## src/rtl/uart_tx_frame_engine_if.sv

```systemverilog
// Parallel-side bundle of the UART TX frame engine: request, frame options and line/status outputs.
interface uart_tx_frame_engine_if #(
   parameter int DATA_WIDTH = 8,
   parameter int PRESC_W    = 16
) ();
   logic [DATA_WIDTH-1:0] P_DATA;
   logic                  Data_Valid;
   logic                  PAR_EN;
   logic                  PAR_TYP;
   logic                  STOP2;
   logic [PRESC_W-1:0]    baud_div;
   logic                  TX_OUT;
   logic                  busy;
   logic                  tx_done;

   modport master (
      output P_DATA, Data_Valid, PAR_EN, PAR_TYP, STOP2, baud_div,
      input  TX_OUT, busy, tx_done
   );

   modport slave (
      input  P_DATA, Data_Valid, PAR_EN, PAR_TYP, STOP2, baud_div,
      output TX_OUT, busy, tx_done
   );
endinterface

```

## src/rtl/uart_tx_frame_engine.sv

```systemverilog
// UART transmitter: frame sequencing, LSB-first serialization, parity and baud timing in one block.
// Frame options are latched on acceptance, so inputs may change freely while a frame is in flight.
module uart_tx_frame_engine #(
   parameter int DATA_WIDTH = 8,
   parameter int PRESC_W    = 16
) (
   input logic               clk,
   input logic               RST,
   uart_tx_frame_engine_if.slave bus
);
   localparam int IDX_W = (DATA_WIDTH > 1) ? $clog2(DATA_WIDTH) : 1;

   localparam logic [2:0] IDLE    = 3'd0;
   localparam logic [2:0] START   = 3'd1;
   localparam logic [2:0] DATA    = 3'd2;
   localparam logic [2:0] PARITY  = 3'd3;
   localparam logic [2:0] STOP1   = 3'd4;
   localparam logic [2:0] STOP2_S = 3'd5;

   localparam logic [IDX_W-1:0] LAST_IDX = IDX_W'(DATA_WIDTH - 1);

   logic [2:0]            state, state_nxt;
   logic [PRESC_W-1:0]    baud_cnt;
   logic [IDX_W-1:0]      bit_idx, bit_idx_nxt;
   logic [DATA_WIDTH-1:0] data_q;
   logic                  par_en_q, par_typ_q, stop2_q;
   logic [PRESC_W-1:0]    div_q;
   logic                  tx_q, busy_q, done_q;
   logic                  bit_end, accept, line_nxt;

   always_comb begin
      bit_end     = (baud_cnt == div_q);
      accept      = (state == IDLE) && bus.Data_Valid;
      state_nxt   = state;
      bit_idx_nxt = bit_idx;
      case (state)
         IDLE:    if (accept) state_nxt = START;
         START:   if (bit_end) state_nxt = DATA;
         DATA: begin
            if (bit_end) begin
               if (bit_idx == LAST_IDX) begin
                  bit_idx_nxt = '0;
                  state_nxt   = par_en_q ? PARITY : STOP1;
               end else begin
                  bit_idx_nxt = bit_idx + IDX_W'(1);
               end
            end
         end
         PARITY:  if (bit_end) state_nxt = STOP1;
         STOP1:   if (bit_end) state_nxt = stop2_q ? STOP2_S : IDLE;
         STOP2_S: if (bit_end) state_nxt = IDLE;
         default: begin
            state_nxt   = IDLE;
            bit_idx_nxt = '0;
         end
      endcase
   end

   // Line level is decoded from the next state/index so TX_OUT changes on the same edge as the state.
   always_comb begin
      line_nxt = 1'b1;
      case (state_nxt)
         START:   line_nxt = 1'b0;
         DATA:    line_nxt = data_q[bit_idx_nxt];
         PARITY:  line_nxt = (^data_q) ^ par_typ_q;
         default: line_nxt = 1'b1;
      endcase
   end

   always_ff @(posedge clk) begin
      if (RST) begin
         state     <= IDLE;
         baud_cnt  <= '0;
         bit_idx   <= '0;
         data_q    <= '0;
         par_en_q  <= 1'b0;
         par_typ_q <= 1'b0;
         stop2_q   <= 1'b0;
         div_q     <= '0;
         tx_q      <= 1'b1;
         busy_q    <= 1'b0;
         done_q    <= 1'b0;
      end else begin
         state   <= state_nxt;
         bit_idx <= bit_idx_nxt;
         if (state == IDLE || state_nxt != state || bit_end)
            baud_cnt <= '0;
         else
            baud_cnt <= baud_cnt + PRESC_W'(1);
         if (accept) begin
            data_q    <= bus.P_DATA;
            par_en_q  <= bus.PAR_EN;
            par_typ_q <= bus.PAR_TYP;
            stop2_q   <= bus.STOP2;
            div_q     <= bus.baud_div;
         end
         tx_q   <= line_nxt;
         busy_q <= (state_nxt != IDLE);
         done_q <= ((state == STOP1) || (state == STOP2_S)) && (state_nxt == IDLE);
      end
   end

   assign bus.TX_OUT  = tx_q;
   assign bus.busy    = busy_q;
   assign bus.tx_done = done_q;
endmodule

```

## src/flat_wrapper.sv

```systemverilog
// flat-port wrapper written by rule: the top's interface ports become plain ports
module uart_tx_frame_engine_flat 
#(
   parameter int DATA_WIDTH = 8,
   parameter int PRESC_W    = 16
)
  (clk, RST, bus_P_DATA, bus_Data_Valid, bus_PAR_EN, bus_PAR_TYP, bus_STOP2, bus_baud_div, bus_TX_OUT, bus_busy, bus_tx_done);
  uart_tx_frame_engine_if #(.DATA_WIDTH(DATA_WIDTH), .PRESC_W(PRESC_W)) bus_i ();
  input logic clk;
  input logic RST;
  input wire logic [$bits(bus_i.P_DATA)-1:0] bus_P_DATA;
  input wire logic [$bits(bus_i.Data_Valid)-1:0] bus_Data_Valid;
  input wire logic [$bits(bus_i.PAR_EN)-1:0] bus_PAR_EN;
  input wire logic [$bits(bus_i.PAR_TYP)-1:0] bus_PAR_TYP;
  input wire logic [$bits(bus_i.STOP2)-1:0] bus_STOP2;
  input wire logic [$bits(bus_i.baud_div)-1:0] bus_baud_div;
  output wire logic [$bits(bus_i.TX_OUT)-1:0] bus_TX_OUT;
  output wire logic [$bits(bus_i.busy)-1:0] bus_busy;
  output wire logic [$bits(bus_i.tx_done)-1:0] bus_tx_done;
  assign bus_i.P_DATA = bus_P_DATA;
  assign bus_i.Data_Valid = bus_Data_Valid;
  assign bus_i.PAR_EN = bus_PAR_EN;
  assign bus_i.PAR_TYP = bus_PAR_TYP;
  assign bus_i.STOP2 = bus_STOP2;
  assign bus_i.baud_div = bus_baud_div;
  assign bus_TX_OUT = bus_i.TX_OUT;
  assign bus_busy = bus_i.busy;
  assign bus_tx_done = bus_i.tx_done;
  uart_tx_frame_engine #(.DATA_WIDTH(DATA_WIDTH), .PRESC_W(PRESC_W)) u_core (.clk(clk), .RST(RST), .bus(bus_i));
endmodule
```

## config.mk

```make
export PLATFORM = sky130hd
export DESIGN_NAME = uart_tx_frame_engine_flat
export DESIGN_NICKNAME = d
export VERILOG_FILES = /design/src/rtl/uart_tx_frame_engine_if.sv /design/src/rtl/uart_tx_frame_engine.sv /design/src/flat_wrapper.sv
export SDC_FILE = /design/constraint.sdc
export NUM_CORES = 1
export LEC_CHECK = 0
export ABC_AREA = 1
export BUFFER_PORTS_ARGS = -buffer_cell sky130_fd_sc_hd__buf_2
export CORE_ASPECT_RATIO = 1.1
export CORE_MARGIN = 2
export CORE_UTILIZATION = 60
export DETAILED_ROUTE_END_ITERATION = 8
export MAX_ROUTING_LAYER = met4
export PLACE_DENSITY = 0.82
export SLEW_MARGIN = 20
export SYNTH_ARGS = -nofsm -noshare
export SYNTH_HDL_FRONTEND = slang
export SYNTH_SLANG_ARGS = --single-unit
```

## constraint.sdc

```tcl
create_clock -name clk -period 3.1 [get_ports clk]
set_input_delay 0.31 -clock clk [delete_from_list [all_inputs] [get_ports clk]]
set_output_delay 0.31 -clock clk [all_outputs]
set_load 0.1 [all_outputs]
```

### Yosys cells after proc, flatten, opt, wreduce, memory -nomap -nowiden

Index checks and enable logic that the tools add are counted.

* flip-flop bits (word level): 52
* input bits: 30
* logic and storage cells: 53

* add/sub/neg operators: 2
* order comparisons: 1
* equality and inequality tests: 11
* mux-type cells: 16
* bitwise operators: 1
* reductions and logical operators: 11

Operator list (count)
* 3-bit 2-to-1 mux: 11
* 3-bit one-hot mux with 6 select lines: 1
* 16-bit by 1-bit adder with 16-bit output (second input constant): 1
* 16-bit == test: 1
* 3-bit by 2-bit == test with 1-bit output (second input constant): 4
* 3-bit == test (second input constant): 3
* 8-bit XOR reduction: 1
* 3-bit by 1-bit == test with 1-bit output (second input constant): 2
* 3-bit zero test: 2
* 3-bit one-hot mux with 2 select lines: 1
* 5-bit OR reduction: 1
* 3-bit by 4-bit less-than comparator with 1-bit output (second input constant): 1
* 3-bit by 1-bit adder with 3-bit output (second input constant): 1
* 1-bit binary-select mux with 3-bit select: 1
* 1-bit logical OR: 3
* 3-bit inequality test: 1
* 1-bit one-hot mux with 3 select lines: 1
* 3-bit nonzero test: 1
* 1-bit logical AND: 2
* 2-bit OR reduction: 1
* 1-bit 2-to-1 mux: 1
* 1-bit bitwise XOR: 1

### Logic depth before layout (Yosys ltp)

Gate-level depths: netlist of run 1.

* depth after elaboration: 8
* depth in mapped cells: 16
* mapped depth without buffers: 16

### Worst setup path before layout of run 1

OpenSTA, ideal clock, no wires.

* path kind: register to register
* start: register u_core.baud_cnt[0]
* end: register u_core.baud_cnt[14]
* setup time: 0.119 ns
* arrival: 1.635 ns
* data required time: 2.981 ns
* path slack: 1.345 ns
* cell stages (with the launch flop): 13
* clock period less this slack: 1.755 ns
* path through: dfxtp_1 -> ha_1 -> nand2_1 -> nor2_1 -> inv_1 -> nor3_2 -> nand3_1 -> nor3_1 -> inv_1 -> nor2_1 -> nand2_1 -> o21ai_0 -> a21oi_1

* cells in the longest elaborated chain, start to end: 7
* elaborated cells between the ends (all ways): 12

Ends and longest elaborated chain
* from (decl): RTL line uart_tx_frame_engine.sv:23 `logic [PRESC_W-1:0] baud_cnt;`
* from (signal assigned): RTL line uart_tx_frame_engine.sv:89 `baud_cnt <= baud_cnt + PRESC_W'(1);`
* 16-bit == test: RTL line uart_tx_frame_engine.sv:32 `bit_end = (baud_cnt == div_q);`
* 3-bit 2-to-1 mux (on tied branches)
* 3-bit one-hot mux with 6 select lines: RTL line uart_tx_frame_engine.sv:36 `case (state)`
* 3-bit inequality test: RTL line uart_tx_frame_engine.sv:86 `if (state == IDLE || state_nxt != state || bit_end)`
* 1-bit logical OR (2 in series): RTL line uart_tx_frame_engine.sv:86
* 2-bit OR reduction (no line)

Several ways; a longest one is shown, not always the timed one.
A chain may end at the register's enable or synchronous reset.

### Worst setup path after layout of run 1

Ends and elaborated chain as after synthesis.

==> results of run 1 <==
power by group:
group / total [mW] / leakage, nW / switching, mW / internal, mW
registers: 0.831 / 0.426 / 0.0611 / 0.770
clock network: 0.505 / 0.0645 / 0.220 / 0.285
logic: 0.701 / 0.811 / 0.476 / 0.224
placed cells by master (no fill, tap or decap), types with 2 or more instances in the layout:
master / instances
sky130_fd_sc_hd__a21oi_1: 33
sky130_fd_sc_hd__buf_2: 32
sky130_fd_sc_hd__buf_4: 2
sky130_fd_sc_hd__clkbuf_8: 7
sky130_fd_sc_hd__dfxtp_1: 52
sky130_fd_sc_hd__ha_1: 3
sky130_fd_sc_hd__inv_1: 51
sky130_fd_sc_hd__inv_2: 9
sky130_fd_sc_hd__nand2_1: 85
sky130_fd_sc_hd__nand2_2: 2
sky130_fd_sc_hd__nand3_1: 28
sky130_fd_sc_hd__nand3_2: 2
sky130_fd_sc_hd__nand4_1: 3
sky130_fd_sc_hd__nor2_1: 23
sky130_fd_sc_hd__nor2_2: 10
sky130_fd_sc_hd__nor2_4: 2
sky130_fd_sc_hd__nor3_1: 4
sky130_fd_sc_hd__nor3_2: 4
sky130_fd_sc_hd__nor3b_1: 2
sky130_fd_sc_hd__o21ai_0: 26
sky130_fd_sc_hd__o22ai_1: 2
sky130_fd_sc_hd__xnor2_1: 6
sky130_fd_sc_hd__xor2_1: 11
critical path, stage by stage, from the launching register on:
cell	delay (ps)
sky130_fd_sc_hd__dfxtp_1	410
sky130_fd_sc_hd__ha_1	190
sky130_fd_sc_hd__nand2_1	60
sky130_fd_sc_hd__nor2_1	130
sky130_fd_sc_hd__inv_1	80
sky130_fd_sc_hd__nor3_2	180
sky130_fd_sc_hd__nand3_1	160
sky130_fd_sc_hd__nor3_1	160
sky130_fd_sc_hd__inv_1	70
sky130_fd_sc_hd__nor2_1	160
sky130_fd_sc_hd__nand2_1	130
sky130_fd_sc_hd__o21ai_0	170
sky130_fd_sc_hd__a21oi_1	80
worst max path at each step:
stage	slack, ps	from	to	cells past startpoint
finish	1010	u_core.baud_cnt[0]$_SDFF_PP0_	u_core.baud_cnt[14]$_SDFF_PP0_	12
detailed placement	1090	u_core.baud_cnt[0]$_SDFF_PP0_	u_core.baud_cnt[10]$_SDFF_PP0_	12
floorplan	1350	u_core.baud_cnt[0]$_SDFF_PP0_	u_core.baud_cnt[14]$_SDFF_PP0_	12
CTS	1050	u_core.baud_cnt[0]$_SDFF_PP0_	u_core.baud_cnt[10]$_SDFF_PP0_	12
global route	850	u_core.baud_cnt[0]$_SDFF_PP0_	u_core.baud_cnt[14]$_SDFF_PP0_	13
global placement	1140	u_core.baud_cnt[1]$_SDFF_PP0_	u_core.baud_cnt[15]$_SDFF_PP0_	10
layout make-up:
| type | count | share of cell area |
|---|---|---|
| multi-input cells | 254 | 0.452 |
| flip-flops and latches | 52 | 0.348 |
| inverters | 61 | 0.0769 |
| repair buffers | 34 | 0.0585 |
| clock buffers | 7 | 0.0322 |
| well taps | 54 | 0.0226 |
| clock inverters | 1 | 0.0100 |
stage by stage:
step                instance area (um^2)  utilization  cells
floorplan                           2680            -    376
global placement                    2870        0.669    455
detailed placement                  2870        0.669    455
CTS                                 3000        0.699    463
global route                        3000        0.699    463
finish                              3000        0.699    463
sequential cells by signal, indices dropped and copies added, names as in the netlist:
name                flops
u_core.bit_idx          3
u_core.stop2_q          1
u_core.par_en_q         1
u_core.div_q           16
u_core.par_typ_q        1
u_core.state            3
u_core.bus.busy         1
u_core.baud_cnt        16
u_core.bus.TX_OUT       1
u_core.data_q           8
u_core.bus.tx_done      1
routing by layer:
metal | vias up | routed length, um | part of all wire
met5 | - | 0 | 0
met4 | 0 | 136 | 0.025
met3 | 15 | 218 | 0.041
met2 | 63 | 2680 | 0.50
met1 | 1089 | 2330 | 0.43
li1 | 1249 | - | -
cell families (layout without fill, tap and decap cells):
kind of cell / Yosys count / after routing
xor gates and xnor gates: 17 / 17
buffers and inverters: 70 / 103
adders and majority gates: 3 / 3
DFF: 52 / 52
and+or+nand+nor: 170 / 170
AOI/OAI and AO/OA: 64 / 64
==> results by group, run 1 <==
Outcome
  • Outcome: finished clean

Yosys
  • Most area-hungry cell type in the Yosys netlist: sky130_fd_sc_hd__dfxtp_1
  • Sequential fraction of the synthesis area: 0.389
  • Mean Syn Cell Area: 7.12 um^2
  • Synth Area in Simple Gates: 0.308
  • Top flip-flop cell by instance count after synthesis: sky130_fd_sc_hd__dfxtp_1
  • Total standard cell area after synthesis: 2680 um^2
  • Post-synthesis share of cell area spent on xor and xnor gates: 0.0556
  • Fraction of the mapped netlist area in adder cells: 0.0140
  • Cell with the most instances after synthesis: sky130_fd_sc_hd__nand2_1
  • Yosys warning total: 0
  • Post-synthesis cell count: 376
  • Main combinational cell family by area after synthesis: simple AND/OR/NAND/NOR gates
  • Area share of the leading cell type in the synthesized netlist: 0.389
  • Synthesized net count: 409
  • Top cells by area, synth: sky130_fd_sc_hd__dfxtp_1, sky130_fd_sc_hd__nand2_1, sky130_fd_sc_hd__inv_1, sky130_fd_sc_hd__a21oi_1, sky130_fd_sc_hd__nand3_1
  • Post-synth EDFFs: 0
  • Compound-cell area share of the yosys netlist: 0.129
  • Share of flip-flops with an asynchronous set or reset after synthesis: 0
  • Most numerous cell types in the synthesized netlist: sky130_fd_sc_hd__nand2_1, sky130_fd_sc_hd__dfxtp_1, sky130_fd_sc_hd__inv_1
  • Synthesized flop and latch total: 52
  • Mux contribution to synthesized area: 0
  • Count of unique library cells instantiated by Yosys: 31

Final layout
  • Fill cells: 371
  • Synthesis-to-finish area growth: 11.9%
  • Fin nets: 441
  • Register area: 1040 um^2
  • Multi-input combinational cell area: 1360 um^2
  • Ratio of cells with drive above 1 in the final layout: 0.193
  • Antenna diodes: 0

Clocking
  • Number of buffers added by the clock tree synthesis step: 5
  • Clock Latency Late Sink: 310 ps
  • Clk sinks: 52
  • Count of instances resized after the clock tree is built: 0
  • Register clock-pin slew on the reported worst setup and hold paths: 90 ps
  • Root buffer selected by CTS: sky130_fd_sc_hd__clkbuf_8
  • Hold-fix buffers at CTS: 0
  • Worst-case clock buffer depth: 2
  • Total number of H-tree levels: 2
  • Number of setup buffers added after CTS: 0
  • Clock tree from TritonCTS: built

Floorplan
  • Boundary pin count: 33
  • Starting density of the core: 0.625
  • Area enclosed by the die boundary: 5010 um^2
  • Die W: 67.7 um
  • Placement row count: 25
  • Height of the die: 74.0 um
  • Core Region: 4290 um^2

Drt
  • Count of vias placed by the detailed router: 2,416
  • Drt first-iter violations: 75
  • WL per Instance: 11.6 um
  • DRC violation count after routing: 0
  • Number of nets with antenna violations after detailed routing: 0
  • Detailed Routing Iterations Pass 1: 4
  • Detailed-route wire length: 5.36 mm
  • Via density per instance: 5.22

STA
  • Hold slack final: 276 ps
  • Least setup slack across all paths after layout: 1010 ps
  • Worst Tran Pin Value: 472 ps
  • Final period demand of the worst path: 2090 ps
  • Number of failing setup endpoints in the final timing report: 0
  • Final max-slew violation count: 0
  • Fraction of the cycle the final worst path needs: 0.673
  • Final clock skew: 4.70 ps
  • Hold Violations, Final: 0
  • Relative slew margins: 0.684
  • Fmax: 479 MHz
  • Setup repair after global routing missed its margin: false
  • Final sum of negative setup slack: 0 ps

Worst hold path
  • Hold Crit Depth: 3
  • Path type of the worst min-delay path: primary input to register
  • Worst hold start: bus_STOP2
  • Capture endpoint of the worst hold path: u_core.stop2_q$_SDFFE_PP0P_

Place
  • Pre-CTS WS: 1090 ps
  • Post-DP HPWL: 3.94 mm
  • Final Wtd Congestion: 0.910
  • Number of buffers added on ports: 32

Global route
  • Overflow after GRT: 0
  • Global-route layer with the greatest usage: met2
  • Maximum number of pins on one net before global-route repair: 51
  • First-pass GRT wire length: 9.12 mm
  • Overall global routing resource usage: 0.247
  • Met3 global-route usage: 0.0560
  • Global Route met1 Usage: 0.268
  • Via count of the first global-routing pass: 2,255
  • Met2 layer usage reported by global route: 0.425
  • Initial antenna violation count: 0

Critical path
  • Critical path required time: 3290 ps
  • Startpoint-to-endpoint class of the critical path: register to register
  • Endpoint arrival time on the critical path: 2280 ps
  • Startpoint of the lowest-slack register-to-register path: u_core.baud_cnt[0]$_SDFF_PP0_
  • Setup slack of the most critical reg-to-reg path: 1010 ps
  • Type of element capturing the critical path: register
  • Number of cells on the worst reg-to-reg path: 12
  • Maximum fanout count along the critical path: 4
  • Critical Path Start Type: register
  • Reg-to-reg endpoint: u_core.baud_cnt[14]$_SDFF_PP0_

Run
  • MaxCap Viol Count: 0

Power
  • Power Total: 2.04 mW
  • Maximum resistive drop on vdd: 0.400 mV
  • Leak Pwr: 1.30 nW
  • Cell Pwr Density: 680 nW/um^2
(Power assumes the default switching activity.)
==> run 2, diff against run 1 <==
Settings changed: CORE_UTILIZATION 60 to 57, PLACE_DENSITY 0.82 to 0.79.
Clock period 3.1 ns to 2.1 ns, I/O delays scaled along.
==> results by group, run 2 (synthesis results as in run 1) <==
Outcome
  • Outcome: finished clean

Drt
  • Detailed-route wire length: 5.81 mm (+8.4%)
  • Met3 routed wirelength: 233 um (+6.9%)
  • Count of vias placed by the detailed router: 2,456 (+1.7%)
  • Number of nets with antenna violations after detailed routing: 0 (unchanged)
  • Wire length the detailed router placed on met1: 2.45 mm (+5.1%)
  • Met2 routed wirelength: 2.96 mm (+11%)
  • DRC violation count after routing: 0 (unchanged)
  • Via density per instance: 5.15 (-1.3%)
  • WL per Instance: 12.2 um (+5.2%)
  • Top layer used by detailed routing: met4
  • Drt first-iter violations: 118 (+57%)
  • Detailed Routing Iterations Pass 1: 5 (+1)

Critical path
  • Startpoint-to-endpoint class of the critical path: register to register
  • Buffering stage count on the worst path with inverters included: 3 (+1)
  • Critical-path cell with the highest stage delay: sky130_fd_sc_hd__dfxtp_1
  • Crit path cell chain: inv_2, nand2_1, nand2_1, nor2_1, nand2_1, nor2_4, nand2_4, clkinv_2, nand2_2, a21boi_4, nand2_2, nand4_2, buf_4, nor2_2
  • Most frequent cell on the critical path: sky130_fd_sc_hd__nand2_1
  • Endpoint arrival time on the critical path: 2260 ps (-20 ps)
  • Critical path required time: 2320 ps (-970 ps)
  • Maximum fanout count along the critical path: 10 (+6)
  • Cell family with the largest share of critical-path delay: simple AND/OR/NAND/NOR gates
  • Critical Path Start Type: register
  • Type of element capturing the critical path: register
  • Largest stage delay on the critical path: 460 ps (+50 ps)

Final layout
  • Final standard cell area without fillers: 3190 um^2 (+6.4%)
  • Synthesis-to-finish area growth: 19.1%
  • Fill cells: 379 (+2.2%)
  • Fin nets: 453 (+2.7%)
  • Ratio of cells with drive above 1 in the final layout: 0.257 (+0.0634)
  • Antenna diodes: 0 (unchanged)
  • Most common library cell in the layout ignoring fill and taps: sky130_fd_sc_hd__nand2_1
  • Commonest non-fill, non-tap cells in the layout: sky130_fd_sc_hd__nand2_1, sky130_fd_sc_hd__inv_1, sky130_fd_sc_hd__dfxtp_1
  • Largest registers ranked by flip-flop count: u_core.baud_cnt: 16 flops, u_core.div_q: 16 flops, u_core.data_q: 8 flops

Place
  • Pre-CTS WS: 84.7 ps (-1000 ps)
  • Cell area after placement: 2890 um^2 (+0.61%)
  • Final Wtd Congestion: 0.984 (+8.1%)
  • Number of buffers added on ports: 32 (unchanged)
  • Post-DP HPWL: 4.04 mm (+2.4%)

Global route
  • Overflow after GRT: 0 (unchanged)
  • Overall global routing resource usage: 0.233 (-0.0147)
  • Initial antenna violation count: 0 (unchanged)
  • First-pass GRT wire length: 9.53 mm (+4.5%)
  • Via count of the first global-routing pass: 2,273 (+0.80%)
  • Maximum number of pins on one net before global-route repair: 34 (-33%)

Floorplan
  • Height of the die: 75.9 um (+2.5%)
  • Boundary pin count: 33 (unchanged)
  • Area enclosed by the die boundary: 5260 um^2 (+5.0%)
  • Starting density of the core: 0.583 (-0.0411)
  • Placement row count: 26 (+4.0%)
  • Die W: 69.3 um (+2.4%)
  • Core Region: 4590 um^2 (+7.0%)

Clocking
  • Number of buffers added by the clock tree synthesis step: 5 (unchanged)
  • Clock tree from TritonCTS: built
  • Hold-fix buffers at CTS: 0 (unchanged)
  • Root buffer selected by CTS: sky130_fd_sc_hd__clkbuf_8
  • Worst-case clock buffer depth: 2 (unchanged)
  • Clock Latency Late Sink: 310 ps (about the same)
  • Clk sinks: 52 (unchanged)
  • Total number of H-tree levels: 2 (unchanged)
  • Register clock-pin slew on the reported worst setup and hold paths: 90 ps (about the same)

STA
  • Relative slew margins: 0.680 (-0.00440)
  • Number of failing setup endpoints in the final timing report: 0 (unchanged)
  • Final sum of negative setup slack: 0 ps (unchanged)
  • Hold Violations, Final: 0 (unchanged)
  • Fraction of the cycle the final worst path needs: 0.972 (+0.299)
  • Final max-slew violation count: 0 (unchanged)
  • Final period demand of the worst path: 2040 ps (-46.0 ps)
  • Final clock skew: 9.07 ps (+4.37 ps)
  • Worst Tran Pin Value: 484 ps (+11.7 ps)
  • Fmax: 490 MHz (+2.3%)
  • Least setup slack across all paths after layout: 58.5 ps (-954 ps)

Power
  • Design internal power: 1.97 mW (+54%)
  • Cell Pwr Density: 997 nW/um^2 (+47%)
  • Share of power burned in combinational logic: 0.383 (+0.039)
  • Power share of the clock group: 0.228 (-0.020)
  • Leak Pwr: 1.43 nW (+9.9%)
  • Proportion of power drawn by flip-flops and latches: 0.390 (-0.018)
  • Switching share of total power: 0.380 (+0.00831)
  • Power Total: 3.18 mW (+56%)
  • Reported net switching power: 1.21 mW (+60%)
  • Maximum resistive drop on vdd: 0.610 mV (+52%)

Worst hold path
  • Path type of the worst min-delay path: primary input to register

Run
  • MaxCap Viol Count: 0 (unchanged)
-- run 2: changes by cell type in the layout (fill, tap and decap cells not counted), moves of 2 or more --
cell,change
sky130_fd_sc_hd__dfxtp_2,+6
sky130_fd_sc_hd__nor2_1,-2
sky130_fd_sc_hd__nor3_2,-2
sky130_fd_sc_hd__dfxtp_1,-7
sky130_fd_sc_hd__nand3_1,-6
sky130_fd_sc_hd__nand3_2,+5
sky130_fd_sc_hd__nor3_4,+3
sky130_fd_sc_hd__buf_4,+10
sky130_fd_sc_hd__nor2_2,+2
-- run 2: routing by layer --
| layer | vias to the layer above | global-route usage |
|---|---|---|
| met5 | - | - |
| met4 | 0 | 0.0937 |
| met3 | 17 | 0.0370 |
| met2 | 56 | 0.438 |
| met1 | 1102 | 0.248 |
| li1 | 1281 | - |
-- run 2: path summary, 6_finish.rpt --
kind | from | to | slack (ps) | cells past startpoint
setup / recovery | u_core.baud_cnt[8]$_SDFF_PP0_ | u_core.baud_cnt[1]$_SDFF_PP0_ | 60 | 14
hold reg to reg | u_core.baud_cnt[0]$_SDFF_PP0_ | u_core.baud_cnt[0]$_SDFF_PP0_ | 440 | 1
hold / removal | bus_baud_div[4] | u_core.div_q[4]$_SDFFE_PP0P_ | 170 | 3
setup reg to reg | u_core.baud_cnt[8]$_SDFF_PP0_ | u_core.baud_cnt[1]$_SDFF_PP0_ | 60 | 14
-- run 2: power by group through the flow --
stage | clock network (mW) | registers, mW | logic [mW]
after detailed placement | 0 | 1.26 | 1.05
after CTS | 0.730 | 1.23 | 1.06
after global placement | 0 | 1.25 | 1.03
after global routing | 0.771 | 1.26 | 1.35
after floorplan | 0 | 1.36 | 0.748
final | 0.725 | 1.24 | 1.22
-- run 2: timing repair --
| item | in CTS | in global routing |
|---|---|---|
| hold endpoints to repair | 0 | 0 |
| gates resized for setup | 0 | 24 |
| setup buffers | 0 | 9 |
| setup endpoints to repair | 0 | 16 |
-- run 2: layout make-up --
type | instances | area [um^2] | area share
multi-input cells | 255 | 1440 | 0.453
flip-flops and latches | 52 | 1050 | 0.330
repair buffers | 45 | 270 | 0.0848
inverters | 61 | 230 | 0.0722
clock buffers | 6 | 82.6 | 0.0259
well taps | 56 | 70.1 | 0.0220
clock inverters | 2 | 38.8 | 0.0122
-- run 2: metrics by stage --
| stage | std cells | hold WS, ps | utilization |
|---|---|---|---|
| CTS | 467 | 169 | 0.656 |
| global route | 477 | 181 | 0.695 |
| detailed placement | 459 | 465 | 0.629 |
| finish | 477 | 168 | 0.695 |
| floorplan | 376 | 375 | - |
| global placement | 459 | 456 | 0.629 |
-- run 2: worst reg2reg max path: stages, from the launching register on --
cell and delay (ps):
sky130_fd_sc_hd__dfxtp_1 460, sky130_fd_sc_hd__inv_2 70, sky130_fd_sc_hd__nand2_1 60, sky130_fd_sc_hd__nand2_1 50, sky130_fd_sc_hd__nor2_1 90, sky130_fd_sc_hd__nand2_1 90
sky130_fd_sc_hd__nor2_4 150, sky130_fd_sc_hd__nand2_4 130, sky130_fd_sc_hd__clkinv_2 110, sky130_fd_sc_hd__nand2_2 70, sky130_fd_sc_hd__a21boi_4 190, sky130_fd_sc_hd__nand2_2 110
sky130_fd_sc_hd__nand4_2 180, sky130_fd_sc_hd__buf_4 160, sky130_fd_sc_hd__nor2_2 30
==> run 3, diff against run 2 <==
Settings changed: CORE_UTILIZATION 57 to 60, PLACE_DENSITY 0.79 to 0.82.
Clock period 2.1 ns to 2.4 ns, I/O delays scaled along.
==> results by group, run 3 (synthesis results as in run 1) <==
Global route
  • Via count of the first global-routing pass: 2,317 (+1.9%)
  • Initial antenna violation count: 0 (unchanged)
  • Overflow after GRT: 0 (unchanged)
  • Maximum number of pins on one net before global-route repair: 51 (+50%)
  • Overall global routing resource usage: 0.250 (+0.0169)
  • First-pass GRT wire length: 9.29 mm (-2.5%)

Power
  • Share of power burned in combinational logic: 0.362 (-0.021)
  • Leak Pwr: 1.28 nW (-10%)
  • Design internal power: 1.52 mW (-23%)
  • Proportion of power drawn by flip-flops and latches: 0.433 (+0.043)
  • Maximum resistive drop on vdd: 0.540 mV (-11%)
  • Cell Pwr Density: 842 nW/um^2 (-16%)
  • Reported net switching power: 0.970 mW (-20%)
  • Switching share of total power: 0.390 (+0.00951)
  • Power Total: 2.49 mW (-22%)
  • Power share of the clock group: 0.205 (-0.023)

Critical path
  • Maximum fanout count along the critical path: 4 (-6)
  • Critical Path Start Type: register
  • Endpoint arrival time on the critical path: 2250 ps (about the same)
  • Type of element capturing the critical path: register
  • Startpoint-to-endpoint class of the critical path: register to register
  • Critical path required time: 2590 ps (+270 ps)

Drt
  • Detailed Routing Iterations Pass 1: 4 (-1)
  • Number of nets with antenna violations after detailed routing: 0 (unchanged)
  • Detailed-route wire length: 5.21 mm (-10%)
  • Via density per instance: 5.08 (-1.4%)
  • Drt first-iter violations: 92 (-22%)
  • DRC violation count after routing: 0 (unchanged)
  • Count of vias placed by the detailed router: 2,350 (-4.3%)
  • WL per Instance: 11.2 um (-7.7%)

Clocking
  • Register clock-pin slew on the reported worst setup and hold paths: 90 ps (about the same)
  • Clock tree from TritonCTS: built
  • Root buffer selected by CTS: sky130_fd_sc_hd__clkbuf_8
  • Clock Latency Late Sink: 300 ps (about the same)
  • Number of buffers added by the clock tree synthesis step: 5 (unchanged)
  • Worst-case clock buffer depth: 2 (unchanged)
  • Count of instances resized after the clock tree is built: 0 (unchanged)
  • Clk sinks: 52 (unchanged)
  • Total number of H-tree levels: 2 (unchanged)
  • Number of setup buffers added after CTS: 0 (unchanged)
  • Hold-fix buffers at CTS: 0 (unchanged)

Final layout
  • Most common library cell in the layout ignoring fill and taps: sky130_fd_sc_hd__nand2_1
  • Commonest non-fill, non-tap cells in the layout: sky130_fd_sc_hd__nand2_1, sky130_fd_sc_hd__dfxtp_1, sky130_fd_sc_hd__inv_1
  • Post-layout util: 0.691 (-0.00452)
  • Largest registers ranked by flip-flop count: u_core.baud_cnt: 16 flops, u_core.div_q: 16 flops, u_core.data_q: 8 flops
  • Multi-input combinational cell area: 1360 um^2 (-6.2%)
  • Final standard cell area without fillers: 2960 um^2 (-7.2%)
  • Register area: 1040 um^2 (-1.1%)
  • Synthesis-to-finish area growth: 10.6%
  • Fin nets: 441 (-2.6%)
  • Antenna diodes: 0 (unchanged)
  • Fill cells: 386 (+1.8%)
  • Ratio of cells with drive above 1 in the final layout: 0.188 (-0.0683)

STA
  • Hold Violations, Final: 0 (unchanged)
  • Number of failing setup endpoints in the final timing report: 0 (unchanged)
  • Hold slack final: 200 ps (+31.8 ps)
  • Fraction of the cycle the final worst path needs: 0.861 (-0.111)
  • Final max-slew violation count: 0 (unchanged)
  • Final clock skew: 8.51 ps (-0.564 ps)
  • Final period demand of the worst path: 2070 ps (+25.4 ps)
  • Worst Tran Pin Value: 486 ps (+2.86 ps)
  • Final sum of negative setup slack: 0 ps (unchanged)
  • Setup repair after global routing missed its margin: false
  • Fmax: 484 MHz (-1.2%)
  • Relative slew margins: 0.678 (-0.00189)

Worst hold path
  • Path type of the worst min-delay path: primary input to register

Run
  • MaxCap Viol Count: 0 (unchanged)

Floorplan
  • Height of the die: 74.0 um (-2.4%)
  • Die W: 67.7 um (-2.4%)
  • Starting density of the core: 0.625 (+0.0411)
  • Area enclosed by the die boundary: 5010 um^2 (-4.7%)
  • Core Region: 4290 um^2 (-6.6%)
  • Placement row count: 25 (-3.8%)
  • Boundary pin count: 33 (unchanged)

Outcome
  • Outcome: finished clean

Place
  • Final Wtd Congestion: 0.942 (-4.2%)
  • Post-DP HPWL: 3.96 mm (-1.9%)
  • Cell area after placement: 2870 um^2 (-0.61%)
  • Number of buffers added on ports: 32 (unchanged)
-- run 3: metal layers --
metal	GRT usage	wire (um)	vias up
met5	-	0	-
met4	0.111	99	0
met3	0.0560	188	7
met2	0.438	2640	41
met1	0.265	2280	1052
li1	-	-	1250
-- run 3: worst paths after layout --
path	start	end	slack, ps	cells after the start
worst max-delay path	u_core.baud_cnt[0]$_SDFF_PP0_	u_core.baud_cnt[14]$_SDFF_PP0_	330	12
worst min-delay path	bus_STOP2	u_core.stop2_q$_SDFFE_PP0P_	200	3
worst max register to register	u_core.baud_cnt[0]$_SDFF_PP0_	u_core.baud_cnt[14]$_SDFF_PP0_	330	12
worst min register to register	u_core.div_q[3]$_SDFFE_PP0P_	u_core.div_q[3]$_SDFFE_PP0P_	470	2
-- run 3: worst max-delay path, stage by stage (launching register included) --
cell and delay [ps]:
sky130_fd_sc_hd__dfxtp_1 400, sky130_fd_sc_hd__ha_1 190, sky130_fd_sc_hd__nand2_1 70, sky130_fd_sc_hd__nor2_1 140
sky130_fd_sc_hd__inv_1 80, sky130_fd_sc_hd__nor3_2 170, sky130_fd_sc_hd__nand3_1 140, sky130_fd_sc_hd__nor3_1 160
sky130_fd_sc_hd__inv_1 80, sky130_fd_sc_hd__nor2_1 130, sky130_fd_sc_hd__nand2_1 130, sky130_fd_sc_hd__o21ai_0 170
sky130_fd_sc_hd__a21oi_1 80
-- run 3: metrics by stage --
step | setup slack (ps) | std cells
after detailed placement | 349 | 455
after floorplan | 645 | 376
after global routing | 5.45 | 463
final | 333 | 463
after global placement | 446 | 455
after CTS | 330 | 463
-- run 3: area by class of cell --
type,count,share of cell area
multi-input combinational,254,0.458
tap,54,0.0228
sequential,52,0.352
inverter,61,0.0778
clock buffer,8,0.0304
timing repair buffer,34,0.0592
-- run 3: power groups by stage --
stage               combinational (mW)  sequential (mW)  clock (mW)
CTS                              0.907             1.08       0.517
global route                      1.02             1.10       0.552
detailed placement               0.902             1.10           0
global placement                 0.880             1.09           0
finish                           0.901             1.08       0.511
floorplan                        0.654             1.19           0
